`src/rtl/apb_pkg.sv`:
```
// Shared APB master definitions: bus widths, FSM state encoding and the
// default ACCESS-phase abort limit.
package apb_pkg;
  localparam int APB_ADDR_W      = 32;
  localparam int APB_DATA_W      = 32;
  localparam int APB_STRB_W      = 4;
  localparam int APB_TIMEOUT_DEF = 16;

  typedef enum logic [1:0] {
    IDLE   = 2'd0,
    SETUP  = 2'd1,
    ACCESS = 2'd2
  } apb_state_e;
endpackage

```
`src/rtl/apb_rr_arbiter.sv`:
```
// Two-way round-robin arbiter: the requester not granted last wins a tie.
// After reset the last-grant register points at requester 1, so requester 0 goes first.
module apb_rr_arbiter (
  input  logic       clk,
  input  logic       rst,
  input  logic [1:0] req,
  input  logic       advance,
  output logic [1:0] gnt,
  output logic       gnt_id
);
  logic last_q;

  always_comb begin
    gnt_id = 1'b0;
    if (req == 2'b11) gnt_id = ~last_q;
    else if (req[1])  gnt_id = 1'b1;
    gnt = (|req) ? (gnt_id ? 2'b10 : 2'b01) : 2'b00;
  end

  always_ff @(posedge clk) begin
    if (rst)          last_q <= 1'b1;
    else if (advance) last_q <= gnt_id;
  end
endmodule

```
`src/rtl/apb_master_arbiter.sv`:
```
// APB master shared by two requesters: round-robin grant, SETUP/ACCESS
// sequencing, wait-state timeout and per-requester response pulses.
module apb_master_arbiter
  import apb_pkg::*;
#(
  parameter int TIMEOUT = APB_TIMEOUT_DEF
) (
  input  logic                  PCLK,
  input  logic                  PRESET,
  input  logic                  req0_valid,
  output logic                  req0_ready,
  input  logic                  req0_write,
  input  logic [APB_ADDR_W-1:0] req0_addr,
  input  logic [APB_DATA_W-1:0] req0_wdata,
  input  logic [APB_STRB_W-1:0] req0_strb,
  input  logic                  req1_valid,
  output logic                  req1_ready,
  input  logic                  req1_write,
  input  logic [APB_ADDR_W-1:0] req1_addr,
  input  logic [APB_DATA_W-1:0] req1_wdata,
  input  logic [APB_STRB_W-1:0] req1_strb,
  output logic                  rsp0_valid,
  output logic [APB_DATA_W-1:0] rsp0_rdata,
  output logic                  rsp0_error,
  output logic                  rsp1_valid,
  output logic [APB_DATA_W-1:0] rsp1_rdata,
  output logic                  rsp1_error,
  output logic                  PSEL,
  output logic                  PENABLE,
  output logic                  PWRITE,
  output logic [APB_ADDR_W-1:0] PADDR,
  output logic [APB_DATA_W-1:0] PWDATA,
  output logic [APB_STRB_W-1:0] PSTRB,
  input  logic [APB_DATA_W-1:0] PRDATA,
  input  logic                  PREADY,
  input  logic                  PERROR,
  output logic [1:0]            dbg_state
);
  localparam logic [7:0] WAIT_LIMIT = 8'(TIMEOUT - 1);

  apb_state_e state_q, state_d;
  logic [1:0] gnt;
  logic       gnt_id, gnt_id_q;
  logic       accept, done, timeout_hit;
  logic       sel_write;
  logic [APB_ADDR_W-1:0] sel_addr, paddr_q;
  logic [APB_DATA_W-1:0] sel_wdata, pwdata_q, rsp_rdata_q;
  logic [APB_STRB_W-1:0] sel_strb, pstrb_q;
  logic       pwrite_q;
  logic [7:0] wait_q;
  logic       rsp_valid_q, rsp_id_q, rsp_error_q;

  apb_rr_arbiter u_arb (
    .clk     (PCLK),
    .rst     (PRESET),
    .req     ({req1_valid, req0_valid}),
    .advance (accept),
    .gnt     (gnt),
    .gnt_id  (gnt_id)
  );

  // Ready is gated by reset so nothing is handed over in a cycle whose edge discards it.
  assign accept      = (state_q == IDLE) && (|gnt) && !PRESET;
  assign req0_ready  = accept && gnt[0];
  assign req1_ready  = accept && gnt[1];
  assign timeout_hit = !PREADY && (wait_q == WAIT_LIMIT);
  assign done        = (state_q == ACCESS) && (PREADY || timeout_hit);

  assign sel_write = gnt_id ? req1_write : req0_write;
  assign sel_addr  = gnt_id ? req1_addr  : req0_addr;
  assign sel_wdata = gnt_id ? req1_wdata : req0_wdata;
  assign sel_strb  = gnt_id ? req1_strb  : req0_strb;

  always_comb begin
    state_d = state_q;
    case (state_q)
      IDLE:    if (accept) state_d = SETUP;
      SETUP:   state_d = ACCESS;
      ACCESS:  if (done) state_d = IDLE;
      default: state_d = IDLE;
    endcase
  end

  always_ff @(posedge PCLK) begin
    if (PRESET) begin
      state_q     <= IDLE;
      gnt_id_q    <= 1'b0;
      pwrite_q    <= 1'b0;
      paddr_q     <= '0;
      pwdata_q    <= '0;
      pstrb_q     <= '0;
      wait_q      <= '0;
      rsp_valid_q <= 1'b0;
      rsp_id_q    <= 1'b0;
      rsp_rdata_q <= '0;
      rsp_error_q <= 1'b0;
    end else begin
      state_q <= state_d;
      if (accept) begin
        gnt_id_q <= gnt_id;
        pwrite_q <= sel_write;
        paddr_q  <= sel_addr;
        pwdata_q <= sel_write ? sel_wdata : '0;
        pstrb_q  <= sel_write ? sel_strb  : '0;
      end
      if (state_q == ACCESS && !PREADY) wait_q <= wait_q + 8'd1;
      else                              wait_q <= '0;
      rsp_valid_q <= done;
      if (done) begin
        rsp_id_q    <= gnt_id_q;
        rsp_rdata_q <= (PREADY && !pwrite_q) ? PRDATA : '0;
        rsp_error_q <= PREADY ? PERROR : 1'b1;
      end
    end
  end

  assign PSEL      = (state_q == SETUP) || (state_q == ACCESS);
  assign PENABLE   = (state_q == ACCESS);
  assign PWRITE    = pwrite_q;
  assign PADDR     = paddr_q;
  assign PWDATA    = pwdata_q;
  assign PSTRB     = pstrb_q;
  assign dbg_state = state_q;

  assign rsp0_valid = rsp_valid_q && !rsp_id_q;
  assign rsp1_valid = rsp_valid_q &&  rsp_id_q;
  assign rsp0_rdata = rsp_rdata_q;
  assign rsp1_rdata = rsp_rdata_q;
  assign rsp0_error = rsp_error_q;
  assign rsp1_error = rsp_error_q;
endmodule

```
`config.mk`:
```
export PLATFORM = sky130hd
export DESIGN_NAME = apb_master_arbiter
export DESIGN_NICKNAME = d
export VERILOG_FILES = /design/src/rtl/apb_pkg.sv /design/src/rtl/apb_rr_arbiter.sv /design/src/rtl/apb_master_arbiter.sv
export SDC_FILE = /design/constraint.sdc
export NUM_CORES = 1
export LEC_CHECK = 0
export BUFFER_PORTS_ARGS = -buffer_cell sky130_fd_sc_hd__clkbuf_2
export CAP_MARGIN = 15
export CORE_AREA = 2 2 125 127
export DETAILED_ROUTE_END_ITERATION = 8
export DIE_AREA = 0 0 127 129
export PLACE_DENSITY = 0.72
export SKIP_CTS_REPAIR_TIMING = 1
export SLEW_MARGIN = 20
export SYNTH_ARGS = -nofsm -noshare
export SYNTH_HDL_FRONTEND = slang
export SYNTH_SLANG_ARGS = --single-unit
```
`constraint.sdc`:
```
create_clock -name PCLK -period 2.6 [get_ports PCLK]
set_clock_uncertainty 0.15 [all_clocks]
set_input_delay 0.13 -clock PCLK [delete_from_list [all_inputs] [get_ports PCLK]]
set_output_delay 0.13 -clock PCLK [all_outputs]
set_load 0.005 [all_outputs]
```
---- Word-level counts from Yosys, hierarchy flattened ----
Index checks and enable logic that the tools add are counted.
storage, ports and cells
  register bits after elaboration ......... 116
  input port bits ......................... 176
cells by class
  bitwise operators ....................... 2
  add/subtract/negate cells ............... 1
  equality and inequality tests ........... 6
  mux-type cells .......................... 15
  reductions and logical operators ........ 21
operator list
  cell                                                                      count
  32-bit 2-to-1 mux                                                         4
  1-bit logical AND                                                         10
  8-bit by 1-bit adder with 8-bit output (second input constant)            1
  8-bit by 4-bit equality test with 1-bit output (second input constant)    1
  2-bit 2-to-1 mux                                                          4
  4-bit 2-to-1 mux                                                          2
  2-bit case mux with 3 select lines                                        1
  2-bit OR reduction                                                        3
  2-bit equality test (second input constant)                               2
  1-bit logical NOT                                                         4
  1-bit 2-to-1 mux                                                          4
  2-bit by 1-bit equality test with 1-bit output (second input constant)    1
  2-bit logical NOT                                                         1
  1-bit logical OR                                                          2
  2-bit by 1-bit inequality test with 1-bit output (second input constant)  1
  2-bit inequality test (second input constant)                             1
  1-bit NOT                                                                 2
  2-bit AND reduction                                                       1

---- Depth between registers and ports, before layout ----
Gate-level depths: netlist of the first run.
  word-level depth ........................ 9
  gate-level depth with buffers ........... 8

---- Hierarchy ----
A second synthesis of the first run with hierarchy kept.
unflattened totals
  cell total of the unflattened synthesis .. 488
  area, all modules ....................... 4797.1 um^2
by module, submodules not included
  module              times used  cells an instance  seq. area each (um^2)  area each (um^2)
  apb_master_arbiter  1           481                2302.2                 4732.0
  apb_rr_arbiter      1           7                  20.0                   65.1

---- Worst setup path before layout of the first run ----
OpenSTA, ideal clock, no wires.
  kind .................................... register -> register
  start ................................... register state_q[0] (netlist: dbg_state[0])
  end ..................................... register paddr_q[10] (netlist: PADDR[10])
  data required time ...................... 2364 ps
  path buffers ............................ 2
  arrival ................................. 1583 ps
  setup slack ............................. 782 ps
  clock period less this slack ............ 1818 ps
  cell stages (with the launch flop) ...... 9
  library setup time ...................... 86 ps
  cells stage by stage .................... dfxtp_1 -> inv_1 -> ha_1 -> nor2b_1 -> and2b_1 -> buf_2 -> buf_1 -> nor2_1 -> a211oi_1
between the ends
  longest elaborated chain between the ends .. 3
RTL lines
  element                          RTL line                   text
  start, declared                  apb_master_arbiter.sv:41   apb_state_e state_q, state_d;
  start signal, assigned           apb_master_arbiter.sv:98   state_q <= state_d;
  2-bit logical NOT                apb_master_arbiter.sv:63   assign accept = (state_q == IDLE) && (|gnt) && !PRESET;
  1-bit logical AND (2 in series)  apb_master_arbiter.sv:63
  end signal, assigned             apb_master_arbiter.sv:102  paddr_q <= sel_addr;
  end, declared                    apb_master_arbiter.sv:46   logic [APB_ADDR_W-1:0] sel_addr, paddr_q;
Every way passes these cells.
A chain may end at the register's enable or synchronous reset.

---- Worst setup path after layout of the first run ----
  start ................................... register state_q[0] (netlist: dbg_state[0])
  end ..................................... register paddr_q[11] (netlist: PADDR[11])
The elaborated chain is that of the path after synthesis.

==> results.yml, run 1 <==
finish:
  drive_gt1_share_pct: 39.15
  syn_to_final_growth_pct: 75.57
  layout_commonest_cell: "clkbuf_2"
  finish.net_count: 1108
  final_cell_mix: "clkbuf_2 (318), dlygate4sd3_1 (163), dfxtp_1 (116)"
  antenna_cells: 0
  finalInstanceArea_mm2: 0.008532
route:
  drc: 0
  drt_iter0_drc: 215
  wl_per_cell_um: 15.86
  viasPerCell: 4.764
  ant_nets: 0
  routed_wl_um: 17890
  drt-pass1-iter-count: 5
  via_count: 5374
grt:
  grt_use_total_pct: 16.26
  grt_pass1_vias: 3995
  grt_pass1_wl_um: 20480
  antenna_found_initial: 0
  overflow: 0
  grt_max_degree: 65
placement:
  io_buffers: 318
  dpl_cell_area_mm2: 0.006331
  place_ws_ps: 529.4
  hpwl_um: 10510
  gp_congestion: 0.7469
floorplan:
  die_x_um: 127
  num_rows: 45
  core_mm2: 0.01498
  die-area_mm2: 0.01638
  io_pins: 319
  initial_utilization_pct: 32.45
  die_y_um: 129
logic_synthesis:
  ys_warn_count: 0
  syn_area_mm2: 0.004860
  synth_compound_area_share_pct: 16.81
  async_reset_ff_share_pct: 0
  syn_inst: 486
  synth-seq-area-share_pct: 47.79
  synth.distinct_cells: 39
  synth.mux.area_fraction_pct: 14.03
  syn-num-nets: 667
  synthSimpleGateAreaFrac_pct: 9.629
  synth_edf_count: 0
  synth_top_family_by_area: "compound AO/OA/AOI/OAI gates"
  synth_top_flop_cell: "dfxtp_1"
  yosys.area_share.adder_pct: 1.287
  yosys.area_share.xor_xnor_pct: 0.7209
  syn_area_per_cell_um2: 9.999
  synth-seq-cells: 116
hold_path:
  min_path_type: "input port to flip-flop"
  hp-start: "req0_addr[28]"
sta:
  relSlewSlack_pct: 43.42
  final-max-slew-violation-count: 0
  holdWs_ps: -53.12
  setup_tns_ps: 0
  hold_viol: 4
  fmax_ghz: 0.4036
  fin_crit_sh_pct: 95.30
  setup_slack_ps: 122.3
  setup_viol: 0
  tightest_slew_ps: 846.8
  fin_crit_ps: 2478
cts:
  clk_pin_slew_worst_paths_ps: 60
  clkLatencyLatePin_ps: 410
  tritoncts: "done"
  root_buffer: "clkbuf_16"
  cts_sinks: 116
  cts_max_level: 4
  cts_buffer_depth: 2
  numCtsBuffers: 17
worst_setup_path:
  cp.required_ps: 2730
  cp_max_fo: 6
  startpoint: "dbg_state[0]$_SDFFE_PP0P_"
  worstSetupEndpointType: "flip-flop"
  start_kind: "flip-flop"
  path_class: "flip-flop to flip-flop"
  rr_startpoint: "dbg_state[0]$_SDFFE_PP0P_"
  critical_path_arrival_ps: 2610
pwr:
  totalPowerFinal_mw: 6.113
  peakVddDrop_v: 0.0004676
  p_leak_nw: 4.034
  p_per_area_mw_per_mm2: 716.5
flow_run:
  maxCapViolations: 0
outcome:
  status: "finished, violations left"
  violations: "negative hold slack"
-- registers in the layout, summed over array words and instances, names as in the netlist --
signal	count
PSTRB	4
PWRITE	1
PWDATA	32
rsp_valid_q	1
PADDR	32
rsp0_error	1
dbg_state	2
wait_q	8
rsp_id_q	1
rsp0_rdata	32
u_arb.last_q	1
gnt_id_q	1
-- cells in the mapped netlist, types with 3 or more instances --
| cell | instances | area share [%] |
|---|---|---|
| clkbuf_8 | 3 | 0.85 |
| nor2_1 | 42 | 3.2 |
| o21ai_0 | 32 | 3.3 |
| buf_2 | 6 | 0.62 |
| buf_1 | 4 | 0.31 |
| dfxtp_1 | 116 | 48 |
| nand2b_1 | 6 | 0.77 |
| buf_6 | 3 | 0.70 |
| inv_1 | 5 | 0.39 |
| a21oi_1 | 5 | 0.51 |
| buf_4 | 39 | 6.0 |
| clkbuf_1 | 11 | 0.85 |
| nand2_1 | 44 | 3.4 |
| ha_1 | 5 | 1.3 |
| nor2b_1 | 3 | 0.39 |
| mux2i_1 | 67 | 14 |
| a211oi_1 | 28 | 4.3 |
| o21ai_1 | 8 | 0.82 |
| a22o_1 | 30 | 5.4 |
| a222oi_1 | 4 | 0.82 |
-- critical path, cell delays in order (launching register included) --
cell and delay (ps):
dfxtp_1 370, inv_1 90, ha_1 250, nor2b_1 150, and2_0 300, a222oi_1 370, dlygate4sd3_1 630, nor2_1 50
-- per-layer routing --
layer | global-route usage, % | wire [um]
met4 | 6.852 | 482
met3 | 5.198 | 1379
met2 | 28.46 | 9247
met5 | 0 | 0
met1 | 18.34 | 6778
-- area by class of cell --
type	count	area [um^2]
Fill cell	1216	6445
Timing Repair Buffer	488	3301
Sequential cell	116	2322
Multi-Input combinational cell	299	2086
Clock buffer	18	439.2
Tap cell	188	235.2
Clock inverter	14	130.1
Inverter	5	18.77
-- power breakdown --
group / switching [mW] / internal (mW)
combinational: 0.805 / 0.866
sequential: 0.162 / 2.04
clock: 0.893 / 1.35
-- worst paths after layout --
| kind | end | slack [ps] | cells after the start |
|---|---|---|---|
| max | PADDR[11]$_SDFFE_PP0P_ | 120 | 7 |
| max reg2reg | PADDR[11]$_SDFFE_PP0P_ | 120 | 7 |
| min reg2reg | PWDATA[8]$_SDFFE_PP0P_ | 290 | 2 |
| min | PADDR[28]$_SDFFE_PP0P_ | -50 | 3 |
-- per-stage QoR --
step | hold WS [ps] | utilization [%] | instances
final | -53.12 | 56.97 | 1128
after global routing | 9.412 | 56.97 | 1128
after CTS | -250.7 | 46.07 | 965
after detailed placement | 193.8 | 42.27 | 933
after global placement | 190.9 | 42.27 | 933
after floorplan | 105.5 | - | 486
-- cells by family (layout without fill, tap and decap cells) --
logic type / after synthesis / after routing
buffers and inverters: 71 / 525
xor gates and xnor gates: 4 / 4
and+or+nand+nor: 108 / 108
DFF: 116 / 116
muxes: 68 / 68
adders and majority gates: 5 / 5
AOI/OAI and AO/OA: 114 / 114
(Power assumes the default switching activity.)
==> run 2, diff against run 1 <==
Clock period 2.6 ns to 2.7 ns, I/O delays scaled along.
==> run 2 against run 1 <==
Effect of this change:
- via count rose by 0.43%
- clock power rose by 3%
- routed wire length rose by 1.9%
- critical endpoint is now PADDR[19]$_SDFFE_PP0P_
- sequential power fell by 4%
- the run still ends with negative hold slack left
- critical path depth did not move
- register-to-register slack improved by 95 ps
- worst setup slack improved by 95 ps
- first-iteration DRC count rose by 23%
==> results.yml, run 2 (synthesized netlist as in run 1, its figures left out) <==
outcome:
  status: "finished, violations left"
  violations: "negative hold slack"
worst_setup_path:
  cp_max_fo: 6
  worstSetupEndpointType: "flip-flop"
  startpoint: "dbg_state[0]$_SDFFE_PP0P_"
  critical_path_arrival_ps: 2620
  path_class: "flip-flop to flip-flop"
  start_kind: "flip-flop"
  r2r-end: "PADDR[19]$_SDFFE_PP0P_"
  rr_worst_depth: 7
  cp.required_ps: 2830
  r2r_setup_slack_ps: 220
  rr_startpoint: "dbg_state[0]$_SDFFE_PP0P_"
  endpoint: "PADDR[19]$_SDFFE_PP0P_"
floorplan:
  io_pins: 319
  die_x_um: 127
  initial_utilization_pct: 32.45
  core_mm2: 0.01498
  num_rows: 45
  die-area_mm2: 0.01638
  die_y_um: 129
cts:
  clk_pin_slew_worst_paths_ps: 60
  clkLatencyLatePin_ps: 410
  cts_sinks: 116
  cts_buffer_depth: 2
  cts_max_level: 4
  numCtsBuffers: 17
  root_buffer: "clkbuf_16"
  tritoncts: "done"
grt:
  grt_use_total_pct: 16.68
  overflow: 0
  grt_pass1_wl_um: 21250
  antenna_found_initial: 0
  grt_max_degree: 66
  grt_pass1_vias: 4192
finish:
  antenna_cells: 0
  syn_to_final_growth_pct: 76.08
  finish.net_count: 1108
  drive_gt1_share_pct: 38.94
  layout_commonest_cell: "clkbuf_2"
  final_cell_mix: "clkbuf_2 (318), dlygate4sd3_1 (164), dfxtp_1 (116)"
  fill_cells: 1215
pwr:
  p_switching_mw: 1.777
  totalPowerFinal_mw: 6.025
  p_sw_share_pct: 29.50
  peakVddDrop_v: 0.0004880
  p_clk_share_pct: 38.2
  p_leak_nw: 4.054
  p_per_area_mw_per_mm2: 704.2
  seq_power_share_pct: 35.2
  internal-power_mw: 4.248
  comb_power_share_pct: 26.5
sta:
  relSlewSlack_pct: 43.17
  hold_viol: 1
  holdWs_ps: -14.29
  rsz0062_at_grt: "no"
  setup_tns_ps: 0
  tightest_slew_ps: 850.6
  final-max-slew-violation-count: 0
  fin_crit_sh_pct: 91.95
  setup_viol: 0
  fin_crit_ps: 2483
  fmax_ghz: 0.4028
route:
  routed_wl_um: 18220
  viasPerCell: 4.785
  drt-pass1-iter-count: 5
  via_count: 5397
  drc: 0
  ant_nets: 0
  drt_iter0_drc: 265
  wl_per_cell_um: 16.15
placement:
  io_buffers: 318
  gp_congestion: 0.7423
  hpwl_um: 10600
hold_path:
  min_path_type: "input port to flip-flop"
flow_run:
  maxCapViolations: 0
[run 2: changes by cell type in the layout (fill, tap and decap cells not counted), moves of 2 or more]
cell        previous run  this run
bufinv_16              1         3
clkinv_4               3         1
clkinvlp_4             5         3
inv_6                  3         5
[run 2: worst min-delay path by stage]
stage	start	to	slack [ps]	cells after the start
after floorplan	PRDATA[10]	rsp0_rdata[10]$_SDFFE_PP0P_	110	1
final	req1_addr[29]	PADDR[29]$_SDFFE_PP0P_	-10	3
after CTS	PRDATA[18]	rsp0_rdata[18]$_SDFFE_PP0P_	-240	2
after global placement	PRDATA[11]	rsp0_rdata[11]$_SDFFE_PP0P_	200	2
after detailed placement	PRDATA[18]	rsp0_rdata[18]$_SDFFE_PP0P_	200	2
after global routing	req1_addr[29]	PADDR[29]$_SDFFE_PP0P_	-40	3
[run 2: per-stage QoR]
stage               cell area [um^2]  cells  hold WS, ps  utilization, %  setup WS, ps
floorplan                       4860    486        110.5               -         881.7
global placement                6311    932        196.1           42.14         696.3
detailed placement              6311    932        198.5           42.14         633.8
CTS                             6915    964       -238.7           46.17         411.2
global route                    8557   1128       -37.22           57.13         5.600
finish                          8557   1128       -14.29           57.13         217.5
[run 2: area by class of cell]
class                   count  area [um^2]  share of cell area [%]
well taps                 188        235.2                   2.749
inverters                   5        18.77                  0.2193
repair buffers            488         3291                   38.46
clock inverters            14        175.2                   2.047
flip-flops and latches    116         2322                   27.14
clock buffers              18        429.2                   5.015
multi-input cells         299         2086                   24.37
[run 2: routing by layer]
layer  global-route usage [%]  vias up  wire, um  part of all wire, %
met2                    29.48      293      9598                   53
li1                         -     2583         -                    -
met5                        0        -         0                    0
met4                    5.236        0       399                  2.2
met1                    18.57     2488      6705                   37
met3                    6.528       33      1516                  8.3
[run 2: power by group through the flow]
stage / Combinational [mW] / Clock [mW] / Sequential, mW
after CTS: 1.27 / 2.35 / 2.11
after global placement: 1.26 / 0 / 2.14
after floorplan: 0.722 / 0 / 2.15
after detailed placement: 1.27 / 0 / 2.15
after global routing: 1.74 / 2.43 / 2.15
final: 1.60 / 2.30 / 2.12
[run 2: critical path, stage by stage (launching register included)]
cell and delay (ps):
dfxtp_1 370, inv_1 100, ha_1 260, nor2b_1 150, and2_0 310, a222oi_1 380, dlygate4sd3_1 600, nor2_1 40
